### src/rtl/brief_scheduler.sv
// rtl/brief_scheduler.sv - event FIFO and issue/hold sequencer between FAST corners and the BRIEF filter
// Events are queued as {x, y, patch}; each is presented to the filter for one cycle, then held for the matcher.

module brief_scheduler_fifo #(
  parameter int WIDTH = 8,
  parameter int DEPTH = 8
) (
  input  logic                     clk,
  input  logic                     reset,
  input  logic                     push,
  input  logic [WIDTH-1:0]         push_data,
  input  logic                     pop,
  output logic [WIDTH-1:0]         pop_data,
  output logic [$clog2(DEPTH):0]   level,
  output logic                     full,
  output logic                     empty
);
  localparam int AW = $clog2(DEPTH);
  localparam int LW = AW + 1;

  logic [WIDTH-1:0] mem [DEPTH];
  logic [AW:0]      wr_ptr;
  logic [AW:0]      rd_ptr;

  // One extra pointer bit distinguishes full from empty when the indices match.
  always_ff @(posedge clk) begin
    if (!reset) begin
      wr_ptr <= '0;
      rd_ptr <= '0;
    end else begin
      if (push) wr_ptr <= wr_ptr + LW'(1);
      if (pop)  rd_ptr <= rd_ptr + LW'(1);
    end
  end

  always_ff @(posedge clk) begin
    if (push) mem[wr_ptr[AW-1:0]] <= push_data;
  end

  assign pop_data = mem[rd_ptr[AW-1:0]];
  assign level    = wr_ptr - rd_ptr;
  assign full     = (level == LW'(DEPTH));
  assign empty    = (level == '0);
endmodule

module brief_scheduler #(
  parameter int IMAGE_BITS = 4,
  parameter int X_WIDTH    = 10,
  parameter int Y_WIDTH    = 10,
  parameter int PATTERN    = 120,
  parameter int NUM_PIX    = 29,
  parameter int FIFO_DEPTH = 8,
  parameter int CNT_WIDTH  = 16
) (
  input  logic                          clk,
  input  logic                          reset,
  input  logic                          in_valid,
  input  logic [X_WIDTH-1:0]            in_x,
  input  logic [Y_WIDTH-1:0]            in_y,
  input  logic [NUM_PIX*IMAGE_BITS-1:0] in_patch,
  output logic                          bf_isCorner,
  output logic [X_WIDTH-1:0]            bf_x,
  output logic [Y_WIDTH-1:0]            bf_y,
  output logic [NUM_PIX*IMAGE_BITS-1:0] bf_patch,
  input  logic [PATTERN-1:0]            bf_descriptor,
  output logic                          out_valid,
  input  logic                          out_ready,
  output logic [X_WIDTH-1:0]            out_x,
  output logic [Y_WIDTH-1:0]            out_y,
  output logic [PATTERN-1:0]            out_desc,
  output logic [$clog2(FIFO_DEPTH):0]   fifo_level,
  output logic [CNT_WIDTH-1:0]          drop_count,
  input  logic                          clear_stats
);
  localparam int PW = NUM_PIX * IMAGE_BITS;
  localparam int EW = X_WIDTH + Y_WIDTH + PW;

  typedef enum logic [1:0] {
    IDLE  = 2'd0,
    ISSUE = 2'd1,
    HOLD  = 2'd2
  } state_t;

  state_t          state;
  state_t          next_state;
  logic            pop;
  logic            capture;
  logic            fifo_full;
  logic            fifo_empty;
  logic            push;
  logic            drop;
  logic [EW-1:0]   head;

  // Fullness is the start-of-cycle view, so a pop in the same cycle never rescues a push.
  assign push = in_valid && !fifo_full;
  assign drop = in_valid && fifo_full;

  brief_scheduler_fifo #(
    .WIDTH (EW),
    .DEPTH (FIFO_DEPTH)
  ) u_fifo (
    .clk       (clk),
    .reset     (reset),
    .push      (push),
    .push_data ({in_x, in_y, in_patch}),
    .pop       (pop),
    .pop_data  (head),
    .level     (fifo_level),
    .full      (fifo_full),
    .empty     (fifo_empty)
  );

  always_comb begin
    next_state = state;
    pop        = 1'b0;
    capture    = 1'b0;
    case (state)
      IDLE: begin
        if (!fifo_empty) begin
          pop        = 1'b1;
          next_state = ISSUE;
        end
      end
      ISSUE: begin
        capture    = 1'b1;
        next_state = HOLD;
      end
      HOLD: begin
        if (out_ready) begin
          if (!fifo_empty) begin
            pop        = 1'b1;
            next_state = ISSUE;
          end else begin
            next_state = IDLE;
          end
        end
      end
      default: next_state = IDLE;
    endcase
  end

  always_ff @(posedge clk) begin
    if (!reset) begin
      state       <= IDLE;
      bf_isCorner <= 1'b0;
      bf_x        <= '0;
      bf_y        <= '0;
      bf_patch    <= '0;
      out_valid   <= 1'b0;
      out_x       <= '0;
      out_y       <= '0;
      out_desc    <= '0;
    end else begin
      state       <= next_state;
      bf_isCorner <= (next_state == ISSUE);
      if (pop) begin
        {bf_x, bf_y, bf_patch} <= head;
      end
      // The filter output is only meaningful while isCorner is high.
      if (capture) begin
        out_valid <= 1'b1;
        out_x     <= bf_x;
        out_y     <= bf_y;
        out_desc  <= bf_descriptor;
      end else if (state == HOLD && out_ready) begin
        out_valid <= 1'b0;
      end
    end
  end

  always_ff @(posedge clk) begin
    if (!reset) begin
      drop_count <= '0;
    end else if (clear_stats) begin
      drop_count <= '0;
    end else if (drop && (drop_count != {CNT_WIDTH{1'b1}})) begin
      drop_count <= drop_count + CNT_WIDTH'(1);
    end
  end
endmodule

### config.mk
export PLATFORM = sky130hd
export DESIGN_NAME = brief_scheduler
export DESIGN_NICKNAME = d
export VERILOG_FILES = /design/src/rtl/brief_scheduler.sv
export SDC_FILE = /design/constraint.sdc
export NUM_CORES = 2
export LEC_CHECK = 0
export ABC_AREA = 1
export BUFFER_PORTS_ARGS = -buffer_cell sky130_fd_sc_hd__clkbuf_2
export CAP_MARGIN = 30
export CORE_AREA = 2 2 347 349
export CTS_CLUSTER_SIZE = 10
export DETAILED_ROUTE_END_ITERATION = 16
export DIE_AREA = 0 0 349 351
export PLACE_DENSITY = 0.66
export SYNTH_ARGS = -nofsm -noshare
export SYNTH_HDL_FRONTEND = slang
export SYNTH_SLANG_ARGS = --single-unit
### constraint.sdc
create_clock -name clk -period 11.6 [get_ports clk]
set_input_delay 1.16 -clock clk [delete_from_list [all_inputs] [get_ports clk]]
set_output_delay 1.16 -clock clk [all_outputs]
set_load 0.01 [all_outputs]
==> reports/results.ini <==
[die]
ios = 559
std_cell_rows = 127
coreArea_sq_um = 119000
initial_core_util_pct = 44.6
die_area_sq_um = 122000
fp.dieW_um = 349
die_y_um = 351

[detailed_routing]
dr.pass1.iters = 5
routedWlPerCell_um = 20.6
drt-met1-wl_um = 57100
dr.first_iter.drc_count = 3343
wl_met2_um = 69200
wl_um = 141000
routed_via_density = 5.32
highest_layer = met5
drcViolationCount = 0
dr_wl_met3_um = 9520
vias = 36200
antenna_left = 0

[global_routing]
grt_overflow = 0
grt_max_degree = 230
grtUsageTotal_pct = 22.4
antenna_found_initial = 19
grt_pass1_wl_um = 209000
grt_pass1_vias = 34200

[cts]
clkTransAtPathRegs_ns = 0.06
clock-sinks = 1392
ctsHtreeMaxLevel = 4
ctsResizeCount = 0
cts.path.max_buffers = 3
tritoncts = built
cts_post_setup_buffers_inserted = 0
clk_latency_ns = 0.77
cts_buffers = 160
cts-root-buf = clkbuf_16
ctsHoldBuffers = 0

[final_layout]
area_growth_pct = 16.6
drive_above_1_share_pct = 15.6
fillers = 10100
final_nets = 5393

[job]
cap_violations = 0

[timing]
relSlewSlack_pct = 22.2
whs_ns = 0.475
fin_crit_sh_pct = 43.7
setup_viol = 0
rsz0062_at_grt = false
setup_tns_ns = 0
hold_viol = 0
tightest_slew_ns = 1.17
skew_ns = 0.0397
slew_viol_final = 0
clock.fmax_mhz = 197
period_needed_ns = 5.07

[synth]
synth_ff_type = edfxtp_1
synth-edff-count = 1088
synth_top_area_share_pct = 61.6
ys_seq_area_share_pct = 73.1
syn-instance-count = 4663
synthTopCellsByArea = edfxtp_1 62%, dfxtp_1 11%, nor2_1 11%
avgSynthCellArea_sq_um = 11.4
ys_seq_elements = 1392
yosys_warnings = 0
synth_fp_nets = 4931
synth.most_common_cell = nor2_1
async_flop_share_pct = 0
synth_commonest_cells = 1540 x nor2_1, 1088 x edfxtp_1, 560 x o21ai_0
synth.distinct_cells = 30
syn-cell-area_sq_um = 53000
synth_area_leader_cell = edfxtp_1

[critical_path]
cp_max_fo = 81
cp_data_required_time_ns = 11.98
reg2reg_to = u_fifo.mem[6][17]
path_class = reg -> reg
worstPathArrival_ns = 5.45
r2r_slack_ns = 6.53
worstSetupEndpoint = u_fifo.mem[6][17]
startpoint_type = flop
r2r_start = u_fifo.rd_ptr[2]
rr_worst_depth = 13
crit_start = u_fifo.rd_ptr[2]
end_kind = flop

[power]
leakagePower_nw = 22.5
p_sw_share_pct = 35.3
pwr-share-seq_pct = 41.8
vdd_drop_max_mv = 0.196
power.switching_mw = 5.52
p_per_area_nw_per_um2 = 253
internal_power_mw = 10.1
power.clock.fraction_pct = 29.6
comb_power_share_pct = 28.6

[hold_path]
min_path_type = reg -> reg
hold_path_depth = 1

[place]
dp_hpwl_um = 77200
io_buffers = 558
gp_congestion = 0.855

[run_status]
status = finished clean

## stage by stage
step                cells  utilization [%]  instance area (sq um)  total power [mW]  setup WS, ns
floorplan            4663                -                  53000              9.48          3.06
global placement     6508             47.8                  56900              11.1          6.58
detailed placement   6509             47.9                  57000              11.1          6.51
CTS                  6793             51.9                  61800              15.7          6.51
global route         6803             52.0                  61800              16.5          6.23
finish               6805             52.0                  61800              15.6          6.53
## how the worst min path moves through the flow
stage	from	to	slack (ns)
after floorplan	state[0]	state[1]	0.44
after global placement	state[0]	state[1]	0.46
after detailed placement	state[0]	state[1]	0.47
after CTS	state[0]	state[1]	0.47
after global routing	state[0]	state[1]	0.49
final	state[0]	state[1]	0.48
## cell families (layout without fill, tap and decap cells)
group / count (synthesis) / count (layout) / synth area share, %
simple gates: 1787 / 1787 / 13.1
buf+inv: 340 / 924 / 2.76
fa+ha+maj: 7 / 7 / 0.179
flops: 1392 / 1392 / 73.1
compound gates: 1122 / 1122 / 10.6
xor+xnor: 15 / 15 / 0.248
other cells: 0 / 10 / 0
## metal layers
| layer | track usage [%] | up-vias |
|---|---|---|
| li1 | - | 17200 |
| met1 | 28.1 | 17500 |
| met2 | 38.0 | 1254 |
| met3 | 4.52 | 228 |
| met4 | 9.01 | 12 |
| met5 | 0 | - |
## power by group through the flow
| stage | Combinational, mW | Sequential (mW) | Clock (mW) |
|---|---|---|---|
| 6_report | 4.48 | 6.54 | 4.62 |
| 5_1_grt | 4.97 | 6.60 | 4.92 |
| 4_1_cts | 4.49 | 6.54 | 4.71 |
| 3_5_place_dp | 4.47 | 6.64 | 0 |
| 3_3_place_gp | 4.43 | 6.62 | 0 |
| 2_1_floorplan | 2.74 | 6.74 | 0 |
## cell type report
type / instances / area (sq um) / share of cell area [%]
clock inverter: 19 / 292 / 0.471
inverter: 32 / 148 / 0.239
sequential: 1392 / 38800 / 62.7
antenna: 10 / 25.0 / 0.0405
clock buffer: 265 / 4500 / 7.28
multi-input combinational: 2931 / 12900 / 20.8
tap: 1548 / 1940 / 3.13
timing repair buffer: 608 / 3290 / 5.31
## critical path: stages (launching register included)
cell and delay [ns]:
dfxtp_4 0.93, inv_8 0.40, ha_1 0.47, nand2_1 0.08
clkinv_1 0.05, nor2_1 0.18, nor2_2 0.09, nand3_1 0.15
nand2_1 0.20, inv_1 0.18, nand2_1 0.27, nor3_4 0.22
buf_4 0.62, buf_4 0.82
## sequential cells by signal, summed over array words and instances (netlist names)
signal / count
u_fifo.rd_ptr: 4
out_desc: 120
bf_isCorner: 1
u_fifo.mem: 1088
out_x: 10
drop_count: 16
bf_patch: 116
out_valid: 1
bf_y: 10
u_fifo.wr_ptr: 4
state: 2
out_y: 10
bf_x: 10
## placed cells by master (no fill, tap or decap), types with 22 or more instances in the layout
master	instances
nor3_1	136
clkbuf_16	162
nand2_1	69
nor2_1	1532
o21ai_1	265
inv_1	22
clkbuf_2	557
o21ai_0	560
a21oi_1	295
dfxtp_1	301
clkbuf_1	97
edfxtp_1	1088
buf_4	43
nand3_1	31
Note: power is estimated with default switching activity, not from simulation.
